==> src/rtl/wb_sequencer.sv <==
// Round-robin writeback sequencer for the multicycle MIPS register-file write port.
// Optional WB_FAST_PATH_EN removes SETUP: grants go straight to WRITE (1-cycle latency).
module wb_sequencer #(
  parameter int N_REQ = 4
) (
  input  logic               clk,
  input  logic               reset_n,
  input  logic [N_REQ-1:0]   req,
  input  logic [4*N_REQ-1:0] req_sel,
  input  logic [5*N_REQ-1:0] req_dst,
  input  logic               stall,
  output logic [N_REQ-1:0]   ack,
  output logic [3:0]         MemtoReg,
  output logic [4:0]         WriteRegAddr,
  output logic               RegWrite,
  output logic               busy,
  output logic               sel_err
);

  localparam int unsigned PW = $clog2(N_REQ);
  localparam int unsigned SW = PW + 1;

  typedef enum logic [1:0] {IDLE, SETUP, WRITE} state_t;

  state_t           state_q, state_d;
  logic [PW-1:0]    rr_ptr_q, rr_ptr_d;
  logic [PW-1:0]    grant_q, grant_d;
  logic [3:0]       sel_q, sel_d;
  logic [4:0]       dst_q, dst_d;

  logic [N_REQ-1:0] grant_oh;
  logic [N_REQ-1:0] cand;
  logic             win_vld;
  logic [PW-1:0]    win_idx;
  logic [SW-1:0]    sum;
  logic             take;
  logic             sel_ok;

  logic [3:0]       sel_a [N_REQ];
  logic [4:0]       dst_a [N_REQ];

  for (genvar g = 0; g < N_REQ; g++) begin : g_slice
    assign sel_a[g] = req_sel[4*g+3:4*g];
    assign dst_a[g] = req_dst[5*g+4:5*g];
  end

  // The requester being retired in WRITE is masked so a held req is not re-granted at once.
  always_comb begin
    grant_oh = '0;
    grant_oh[grant_q] = 1'b1;
    cand     = (state_q == WRITE) ? (req & ~grant_oh) : req;
    win_vld  = 1'b0;
    win_idx  = '0;
    sum      = '0;
    for (int unsigned k = 0; k < N_REQ; k++) begin
      sum = {1'b0, rr_ptr_q} + SW'(k);
      if (sum >= SW'(N_REQ)) sum = sum - SW'(N_REQ);
      if (!win_vld && cand[sum[PW-1:0]]) begin
        win_vld = 1'b1;
        win_idx = sum[PW-1:0];
      end
    end
    take = win_vld && !stall && (state_q == IDLE || state_q == WRITE);
  end

  always_ff @(posedge clk) begin
    if (!reset_n) begin
      state_q  <= IDLE;
      rr_ptr_q <= '0;
      grant_q  <= '0;
      sel_q    <= '0;
      dst_q    <= '0;
    end else begin
      state_q  <= state_d;
      rr_ptr_q <= rr_ptr_d;
      grant_q  <= grant_d;
      sel_q    <= sel_d;
      dst_q    <= dst_d;
    end
  end

  always_comb begin
    state_d  = state_q;
    rr_ptr_d = rr_ptr_q;
    grant_d  = grant_q;
    sel_d    = sel_q;
    dst_d    = dst_q;
    case (state_q)
      IDLE, WRITE: begin
        if (take) begin
          grant_d  = win_idx;
          sel_d    = sel_a[win_idx];
          dst_d    = dst_a[win_idx];
          rr_ptr_d = (win_idx == PW'(N_REQ - 1)) ? '0 : win_idx + PW'(1);
`ifdef WB_FAST_PATH_EN
          state_d  = WRITE;
`else
          state_d  = SETUP;
`endif
        end else begin
          state_d  = IDLE;
        end
      end
      SETUP:   if (!stall) state_d = WRITE;
      default: state_d = IDLE;
    endcase
  end

  always_comb begin
    sel_ok   = (sel_q <= 4'd8);
    ack      = '0;
    RegWrite = 1'b0;
    sel_err  = 1'b0;
    busy     = (state_q != IDLE);
    if (state_q == WRITE) begin
      ack      = grant_oh;
      RegWrite = sel_ok && (dst_q != 5'd0);
      sel_err  = !sel_ok;
    end
  end

  assign MemtoReg     = sel_q;
  assign WriteRegAddr = dst_q;

endmodule

==> config.mk <==
export PLATFORM = sky130hd
export DESIGN_NAME = wb_sequencer
export DESIGN_NICKNAME = d
export VERILOG_FILES = /design/src/rtl/wb_sequencer.sv
export SDC_FILE = /design/constraint.sdc
export NUM_CORES = 1
export LEC_CHECK = 0
export CAP_MARGIN = 20
export CELL_PAD_IN_SITES_DETAIL_PLACEMENT = 1
export CELL_PAD_IN_SITES_GLOBAL_PLACEMENT = 1
export CORE_ASPECT_RATIO = 1.5
export CORE_MARGIN = 1.5
export CORE_UTILIZATION = 29
export CTS_CLUSTER_SIZE = 12
export DETAILED_ROUTE_END_ITERATION = 8
export PLACE_DENSITY_LB_ADDON = 0.1
export SLEW_MARGIN = 25
export SYNTH_ARGS = -nofsm -noshare
export SYNTH_HDL_FRONTEND = slang
export SYNTH_SLANG_ARGS = --single-unit
export TNS_END_PERCENT = 5
==> constraint.sdc <==
create_clock -name clk -period 3.4 [get_ports clk]
set_input_delay 0.51 -clock clk [delete_from_list [all_inputs] [get_ports clk]]
set_output_delay 0.51 -clock clk [all_outputs]
set_load 0.05 [all_outputs]
==> out/metrics.yaml, run 1 <==
drt_iter0_markers: 20
num_vias: 1260
worstMarginPinSlew_ps: 687
path_class: "reg2reg"
ys.flop_type: "dfxtp_1"
place_hpwl_um: 2890
cp-end-kind: "flop"
start_util: 0.300
clock_path_buffers: 2
fin_crit_ps: 2670
synth-seq-cells: 15
io_pins: 59
grt.total_usage: 0.194
p_per_area_mw_per_mm2: 364
drive_above_1_share: 0.0870
viasPerCell: 5.55
hold_ws_ps: 500
htreeDepth: 1
synth_cell_types: 42
setup_viol: 0
core_mm2: 0.00365
clock_latency_ps: 250
diodes: 0
worst_ir_drop_vdd_uv: 158
cts_root_buffer: "clkbuf_8"
outcome: "complete, no violations"
synth_nets: 172
synth_top_area_frac: 0.274
grt_pass1_wl_um: 6040
synth_area_leaders: "dfxtp_1, a211oi_1, a21boi_0"
cts_tree: "yes"
area.growth.synth_to_final_pct: 58.7
die_y_um: 78.3
maxSlewHeadroom: 0.542
fmax_mhz: 374
yosysWarnings: 0
wl_um: 3640
p_leak_nw: 0.632
reg2reg_from: "state_q[0]$_SDFFE_PN0P_"
port_buffers: 58
post_cts.repair.setup_buffers: 0
cp-start-kind: "flop"
synth-edff-count: 0
hold_path_class: "reg2reg"
synthCells: 128
path_max_fanout: 21
min_path_cells: 2
reg2reg_depth: 8
maxSlewViolCount: 0
yosysMostFrequentCell: "a211oi_1"
final_core_utilization: 0.477
worstHoldStart: "WriteRegAddr[1]$_SDFFE_PN0P_"
rsz0062_at_grt: "no"
grt_pass1_vias: 1306
post-route-period-util: 0.786
hold_viol: 0
avgSynthCellArea_um2: 8.56
rows: 27
netlist_top_cells_count: "a211oi_1, dfxtp_1, a21boi_0, o31ai_1, nand3_1"
final_nets: 229
grt_max_degree: 22
antenna_found_initial: 0
finalClockSkew_ps: 2.78
first_pass_iters: 4
cts_resized: 0
wl_per_cell_um: 16.0
synth.cell_area_mm2: 0.00110
ys_seq_area_frac: 0.274
postCtsHoldBufs: 0
crit_start: "state_q[0]$_SDFFE_PN0P_"
cts_made_buffers: 3
synthArstFlopShare: 0
cp.required_ps: 3540
clk_pin_slew_ps: 60
die-area_mm2: 0.00416
gp_congestion: 0.744
cp.arrival_ps: 2820
tns_ps: 0
drcViolationCount: 0
final_antenna_net_count: 0
maxCapViolations: 0
cts.sinks: 15
die_w_um: 53.2
yosysTopAreaCell: "dfxtp_1"
grt_overflow: 0
where the power goes:
| part | internal, W | switching, W |
|---|---|---|
| registers | 0.000194 | 0.0000190 |
| clock network | 0.0000831 | 0.0000663 |
| logic | 0.000121 | 0.000150 |
| total | 0.000398 | 0.000235 |
per-stage QoR:
stage / instances / setup WS, ps / cell area [um2] / power [W]
finish: 227 / 727 / 1740 / 0.000633
global route: 227 / 519 / 1740 / 0.000670
CTS: 227 / 708 / 1740 / 0.000639
detailed placement: 223 / 603 / 1690 / 0.000490
global placement: 223 / 663 / 1690 / 0.000483
floorplan: 128 / 1140 / 1100 / 0.000385
registers in the layout, indices dropped and copies added (netlist names):
signal	count
WriteRegAddr	5
MemtoReg	4
grant_q	2
rr_ptr_q	2
state_q	2
critical path, cell delays in order, from the launching register on:
cell      delay, ps
dfxtp_1         380
or4b_4          590
clkinv_2         90
a211oi_1         60
o21ai_2         560
and2_4          420
ha_1            280
mux2i_1         130
nor2b_1          60
cell type report:
| type | count | area [um2] |
|---|---|---|
| well taps | 43 | 53.8 |
| flip-flops and latches | 15 | 300 |
| repair buffers | 60 | 596 |
| fillers | 451 | 1910 |
| clock buffers | 4 | 45.0 |
| multi-input cells | 97 | 713 |
| inverters | 8 | 31.3 |
layout by cell type (no fill, tap or decap), drive strengths merged:
| master | count |
|---|---|
| o31ai | 11 |
| clkdlybuf4s50 | 58 |
| nand3b | 1 |
| a211oi | 19 |
| nor3 | 2 |
| dfxtp | 15 |
| clkbuf | 4 |
| and4bb | 1 |
| nand4bb | 1 |
| or4b | 1 |
| mux2i | 1 |
| a21boi | 20 |
| ha | 1 |
| o21ai | 4 |
| and2 | 4 |
| nor2 | 2 |
| a22oi | 1 |
| nand3 | 9 |
| nor2b | 1 |
| nor4bb | 1 |
| or2 | 1 |
| nand2 | 6 |
| a311o | 1 |
| a2111oi | 1 |
| inv | 7 |
| a21oi | 1 |
| a32o | 1 |
| clkinv | 1 |
| a31oi | 1 |
| nor4 | 1 |
| nand2b | 2 |
| buf | 2 |
| nand4b | 1 |
| or4 | 1 |
cells by family (layout without fill, tap and decap cells):
logic type                 Yosys count  count (layout)  share of synthesized area
AOI/OAI and AO/OA                   60              60                      0.418
adders and majority gates            1               1                     0.0114
buffers and inverters               16              72                     0.0753
DFF                                 15              15                      0.274
muxes                                1               1                    0.00913
and+or+nand+nor                     35              35                      0.212
worst paths after layout:
| check | endpoint | slack [ps] |
|---|---|---|
| worst max-delay path | rr_ptr_q[1]$_SDFFE_PN0P_ | 730 |
| worst max register to register | rr_ptr_q[1]$_SDFFE_PN0P_ | 730 |
| worst min-delay path | WriteRegAddr[1]$_SDFFE_PN0P_ | 500 |
| worst min register to register | WriteRegAddr[1]$_SDFFE_PN0P_ | 500 |
metal layers:
metal  track usage  part of all wire  routed length [um]
met1         0.204              0.39                1400
met2         0.364              0.54                1970
met3        0.0304             0.052                 190
met4        0.0744             0.022                  79
met5             0                 0                   0
Power figures use the tool's default switching activity.
==> run 2: changes to the inputs <==
--- a/config.mk
+++ b/config.mk
@@ -10,7 +10,7 @@
 export CELL_PAD_IN_SITES_GLOBAL_PLACEMENT = 1
 export CORE_ASPECT_RATIO = 1.5
 export CORE_MARGIN = 1.5
-export CORE_UTILIZATION = 29
+export CORE_UTILIZATION = 24
 export CTS_CLUSTER_SIZE = 12
 export DETAILED_ROUTE_END_ITERATION = 8
 export PLACE_DENSITY_LB_ADDON = 0.1
==> constraint.sdc (replaced) <==
create_clock -name clk -period 2.2 [get_ports clk]
set_input_delay 0.33 -clock clk [delete_from_list [all_inputs] [get_ports clk]]
set_output_delay 0.33 -clock clk [all_outputs]
set_load 0.05 [all_outputs]
==> out/metrics.yaml, run 2 (same netlist as run 1, synthesis figures left out) <==
cp-start-kind: "flop"
cts_tree: "yes"
worstMarginPinSlew_ps: 518  # -169 ps
final_core_utilization: 0.443  # -0.0339
clock_latency_ps: 250  # about the same
reg2reg_depth: 7  # -1
p_clk_frac: 0.220  # -0.016
design_area_mm2: 0.00191  # +9.9%
rows: 29  # +7.4%
place_hpwl_um: 3320  # +15%
r2r_setup_slack_ps: 50  # -670 ps
comb_power_share: 0.461  # +0.034
hold_path_class: "reg2reg"
p_leak_nw: 0.736  # +17%
diodes: 0  # unchanged
wl_um: 4180  # +15%
setup_viol: 0  # unchanged
dpl_cell_area_mm2: 0.00179  # +5.8%
cp.arrival_ps: 2270  # -550 ps
cts_root_buffer: "clkbuf_8"
drcViolationCount: 3  # +3
post-route-period-util: 0.976  # +0.190
violations: "design-rule violations"
min_path_cells: 2  # unchanged
num_vias: 1309  # +3.9%
hold_viol: 0  # unchanged
grt_pass1_wl_um: 6510  # +7.9%
power_frac_seq: 0.319  # -0.018
fin_crit_ps: 2150  # -525 ps
cp.required_ps: 2330  # -1210 ps
max_stage_delay_ps: 580  # about the same
nFillCells: 513  # +14%
path_class: "reg2reg"
p_per_area_mw_per_mm2: 539  # +48%
io_pins: 59  # unchanged
slowest_stage: "or4b_4"
internal-power_w: 0.000648  # +63%
wl_per_cell_um: 17.2  # +7.4%
path_max_fanout: 10  # -52%
htreeDepth: 1  # unchanged
clk_pin_slew_ps: 70  # about the same
drt_iter0_markers: 33  # +65%
grt_max_degree: 21  # -4.5%
grt.total_usage: 0.168  # -0.0253
die_y_um: 85.8  # +9.5%
gp_congestion: 0.762  # +2.4%
die_w_um: 58.2  # +9.4%
area.growth.synth_to_final_pct: 74.4
worstHoldStart: "MemtoReg[0]$_SDFFE_PN0P_"
fmax_mhz: 466  # +24%
maxSlewHeadroom: 0.654  # +0.112
die-area_mm2: 0.00499  # +20%
start_util: 0.254  # -0.0466
outcome: "finished with violations"
hold_ws_ps: 496  # -4.16 ps
maxCapViolations: 0  # unchanged
first_pass_iters: 6  # +2
cts.sinks: 15  # unchanged
layout_commonest_cell: "clkdlybuf4s50_1"
grt_pass1_vias: 1405  # +7.6%
p_sw_frac: 0.371  # about the same
clock_path_buffers: 2  # unchanged
drive_above_1_share: 0.208  # +0.121
postCtsHoldBufs: 0  # unchanged
core_mm2: 0.00432  # +18%
final_nets: 242  # +5.7%
port_buffers: 58  # unchanged
viasPerCell: 5.39  # -3.0%
grt_overflow: 0  # unchanged
finalClockSkew_ps: 6.18  # +3.40 ps
reg2reg_from: "state_q[0]$_SDFFE_PN0P_"
cp-end-kind: "flop"
rsz0062_at_grt: "yes"
most-common-layout-cells: "clkdlybuf4s50_1, a211oi_1, dfxtp_1, a21boi_0, buf_4"
antenna_found_initial: 0  # unchanged
cts_made_buffers: 3  # unchanged
hold_end: "MemtoReg[0]$_SDFFE_PN0P_"
crit_chain: "or4b_4 > a32o_1 > a21oi_1 > o21ai_1 > buf_4 > a211oi_1 > o31ai_2"
rr_endpoint: "MemtoReg[2]$_SDFFE_PN0P_"
p_sw_w: 0.000383  # +63%
maxSlewViolCount: 0  # unchanged
worst_ir_drop_vdd_uv: 237  # +50%
final_antenna_net_count: 0  # unchanged
largest_register_ffs: 5  # unchanged
run 2: cell types whose count changed in the layout (fill, tap and decap cells not counted), sizes merged:
cell	previous run	this run
buf	2	18
clkdlybuf4s50	58	53
and2	4	5
clkbuf	4	3
clkinv	1	2
dlymetal6s2s	0	1
run 2: worst max path at each step:
stage	start	end	slack (ps)	cells past startpoint
6_report	state_q[0]$_SDFFE_PN0P_	MemtoReg[2]$_SDFFE_PN0P_	50	7
5_1_grt	grant_q[1]$_SDFFE_PN0P_	MemtoReg[2]$_SDFFE_PN0P_	-30	7
3_5_place_dp	req[2]	WriteRegAddr[3]$_SDFFE_PN0P_	-160	8
2_1_floorplan	state_q[0]$_SDFFE_PN0P_	rr_ptr_q[0]$_SDFFE_PN0P_	-1	8
3_3_place_gp	req[1]	WriteRegAddr[4]$_SDFFE_PN0P_	8	6
4_1_cts	state_q[0]$_SDFFE_PN0P_	WriteRegAddr[3]$_SDFFE_PN0P_	5	8
run 2: critical path: cells and delay by family, from the launching register on:
family	cells	cell delay [ps]
AND/OR/NAND/NOR	1	580
flip-flops	1	340
buffers and inverters	1	200
AO/OA/AOI/OAI	5	910
run 2: power groups by stage:
stage,Sequential [W],Combinational (W),Clock [W]
3_5_place_dp,0.000334,0.000454,0
6_report,0.000329,0.000475,0.000227
4_1_cts,0.000329,0.000462,0.000231
5_1_grt,0.000333,0.000511,0.000250
2_1_floorplan,0.000393,0.000202,0
3_3_place_gp,0.000332,0.000440,0
run 2: stage by stage:
step / setup TNS, ps / std cells / setup slack [ps] / total power [W]
after global placement: 0 / 236 / 8.25 / 0.000772
after global routing: -74.2 / 243 / -29.7 / 0.00109
after detailed placement: -593 / 236 / -163 / 0.000788
final: 0 / 243 / 52.5 / 0.00103
after CTS: 0 / 240 / 4.92 / 0.00102
after floorplan: -1.11 / 128 / -1.11 / 0.000595
run 2: per-layer routing:
metal | global-route usage | vias to the layer above | part of all wire
met5 | 0 | - | 0
met4 | 0.0994 | 0 | 0.031
met3 | 0.0166 | 8 | 0.037
met2 | 0.315 | 48 | 0.56
met1 | 0.174 | 615 | 0.37
li1 | - | 638 | -
run 2: timing repair:
item | CTS | global route
pin swaps | 0 | 2
endpoints found under the setup margin | 2 | 11
gates cloned | 0 | 1
resized for setup | 4 | 7
setup buffers | 0 | 2
run 2: layout make-up:
| cell class | count | area [um2] | share of cell area |
|---|---|---|---|
| Multi-Input combinational cell | 98 | 761 | 0.398 |
| Timing Repair Buffer | 72 | 711 | 0.372 |
| Sequential cell | 15 | 302 | 0.158 |
| Tap cell | 46 | 57.6 | 0.0301 |
| Clock buffer | 3 | 41.3 | 0.0216 |
| Inverter | 8 | 35.0 | 0.0183 |
| Clock inverter | 1 | 5.00 | 0.00262 |
==> run 3: changes to the inputs <==
--- a/config.mk
+++ b/config.mk
@@ -14,6 +14,7 @@
 export CTS_CLUSTER_SIZE = 12
 export DETAILED_ROUTE_END_ITERATION = 8
 export PLACE_DENSITY_LB_ADDON = 0.1
+export SETUP_SLACK_MARGIN = 0.02
 export SLEW_MARGIN = 25
 export SYNTH_ARGS = -nofsm -noshare
 export SYNTH_HDL_FRONTEND = slang
==> out/metrics.yaml, run 3 (same netlist as run 1, synthesis figures left out) <==
grt_max_degree: 21  # unchanged
maxCapViolations: 0  # unchanged
p_sw_frac: 0.369  # -0.00214
p_sw_w: 0.000388  # +1.4%
comb_power_share: 0.474  # +0.013
worstHoldStart: "MemtoReg[3]$_SDFFE_PN0P_"
cts.sinks: 15  # unchanged
design_area_mm2: 0.00196  # +2.4%
core_mm2: 0.00432  # unchanged
setup_viol: 0  # unchanged
setup_slack_ps: 76.0  # +23.5 ps
rsz0062_at_grt: "yes"
crit_family: "compound AO/OA/AOI/OAI gates"
rr_endpoint: "MemtoReg[2]$_SDFFE_PN0P_"
post-route-period-util: 0.965  # -0.0107
rows: 29  # unchanged
reg2reg_from: "state_q[0]$_SDFFE_PN0P_"
hold_path_class: "reg2reg"
antenna_found_initial: 0  # unchanged
fmax_mhz: 471  # +1.1%
drive_above_1_share: 0.234  # +0.0257
clock_latency_ps: 250  # about the same
dpl_cell_area_mm2: 0.00179  # unchanged
final_antenna_net_count: 0  # unchanged
cp.required_ps: 2330  # about the same
clk_pin_slew_ps: 70  # about the same
cts_tree: "yes"
port_buffers: 58  # unchanged
die_y_um: 85.8  # unchanged
diodes: 0  # unchanged
num_vias: 1340  # +2.4%
cp-start-kind: "flop"
grt_overflow: 0  # unchanged
worstMarginPinSlew_ps: 513  # -4.72 ps
die-area_mm2: 0.00499  # unchanged
viasPerCell: 5.43  # +0.71%
wl_per_cell_um: 17.1  # -0.82%
area.growth.synth_to_final_pct: 78.7
path_common_cell: "a211oi_2"
crit_start: "state_q[0]$_SDFFE_PN0P_"
maxSlewViolCount: 0  # unchanged
start_util: 0.254  # unchanged
path_max_fanout: 18  # +8
gp_congestion: 0.762  # unchanged
p_leak_nw: 0.777  # +5.6%
dpl_worst_slack_ps: -163  # unchanged
outcome: "complete, no violations"
postCtsHoldBufs: 0  # unchanged
p_clk_frac: 0.214  # -0.006
place_hpwl_um: 3320  # unchanged
max_stage_delay_ps: 590  # about the same
finalClockSkew_ps: 4.97  # -1.21 ps
cts_made_buffers: 3  # unchanged
slowest_stage: "or4b_4"
fin_crit_ps: 2120  # -23.5 ps
largest_register_ffs: 5  # unchanged
stdcell_count: 247  # +1.6%
layout_commonest_cell: "clkdlybuf4s50_1"
r2r_setup_slack_ps: 80  # +20 ps
htreeDepth: 1  # unchanged
wl_um: 4210  # +0.81%
grt_pass1_wl_um: 6490  # -0.41%
cts_root_buffer: "clkbuf_8"
dp.cells: 236  # unchanged
critPathBufInv: 2  # +1
io_pins: 59  # unchanged
drt_iter0_markers: 37  # +12%
power_frac_seq: 0.312  # -0.007
clock_path_buffers: 2  # unchanged
most-common-layout-cells: "clkdlybuf4s50_1, buf_4, dfxtp_1"
worst_ir_drop_vdd_uv: 236  # -0.50%
final_nets: 246  # +1.7%
crit_chain: "or4b_4 > clkinv_4 > a211oi_2 > o21ai_2 > buf_6 > a21boi_0 > a211oi_2 > o31ai_2"
cp.arrival_ps: 2250  # -20 ps
grt_pass1_vias: 1404  # -0.071%
path_class: "reg2reg"
min_path_cells: 2  # unchanged
hold_end: "MemtoReg[3]$_SDFFE_PN0P_"
p_per_area_mw_per_mm2: 537  # -0.40%
die_w_um: 58.2  # unchanged
cp-end-kind: "flop"
internal-power_w: 0.000663  # +2.4%
grt.total_usage: 0.168  # -0.000610
hold_viol: 0  # unchanged
final_core_utilization: 0.453  # +0.0107
reg2reg_depth: 8  # +1
finalPower_w: 0.00105  # +2.0%
maxSlewHeadroom: 0.655  # +0.00130
drcViolationCount: 0  # -3
first_pass_iters: 6  # unchanged
run 3: cell count changes in the layout (fill, tap and decap cells not counted):
cell / delta
a211oi_1: -3
a211oi_2: +3
buf_4: +4
clkdlybuf4s50_1: -1
dfxtp_1: +1
dfxtp_2: -1
dlymetal6s2s_1: +1
run 3: per-stage QoR:
step | TNS (ps) | hold slack (ps)
finish | 0 | 501
global route | -117 | 514
CTS | 0 | 500
detailed placement | -593 | 493
global placement | 0 | 488
floorplan | -1.11 | 408
run 3: worst max path at each step:
stage / endpoint / slack (ps) / cells after the start
6_report: MemtoReg[2]$_SDFFE_PN0P_ / 80 / 8
5_1_grt: MemtoReg[2]$_SDFFE_PN0P_ / -60 / 8
4_1_cts: MemtoReg[2]$_SDFFE_PN0P_ / 20 / 7
3_5_place_dp: WriteRegAddr[3]$_SDFFE_PN0P_ / -160 / 8
3_3_place_gp: WriteRegAddr[4]$_SDFFE_PN0P_ / 8 / 6
2_1_floorplan: rr_ptr_q[0]$_SDFFE_PN0P_ / -1 / 8
run 3: power groups by stage:
| stage | Clock, W | Combinational [W] | Sequential [W] |
|---|---|---|---|
| CTS | 0.000231 | 0.000465 | 0.000329 |
| global route | 0.000250 | 0.000535 | 0.000333 |
| floorplan | 0 | 0.000202 | 0.000393 |
| detailed placement | 0 | 0.000454 | 0.000334 |
| finish | 0.000225 | 0.000498 | 0.000328 |
| global placement | 0 | 0.000440 | 0.000332 |
run 3: cell type report:
class,count,area (um2)
multi-input cells,98,776
flip-flops and latches,15,300
clock inverters,1,5.00
well taps,46,57.6
fillers,516,2360
inverters,8,35.0
clock buffers,3,41.3
repair buffers,76,743
run 3: worst reg2reg max path: cells and delay by family (launching register included):
| family | cells | cell delay (ps) |
|---|---|---|
| AOI/OAI and AO/OA | 5 | 770 |
| buffers and inverters | 2 | 300 |
| DFF | 1 | 340 |
| and+or+nand+nor | 1 | 590 |
run 3: timing repair:
action	in CTS	in global routing
gates cloned	0	1
gates resized for setup	6	8
pin swaps	1	2
setup buffers	0	6
setup endpoints to repair	3	13
run 3: layer usage:
layer / vias up / global-route usage / wire [um]
met5: - / 0 / 0
met3: 12 / 0.0166 / 158
met2: 52 / 0.315 / 2350
met4: 0 / 0.0994 / 171
met1: 629 / 0.173 / 1530
li1: 647 / - / -
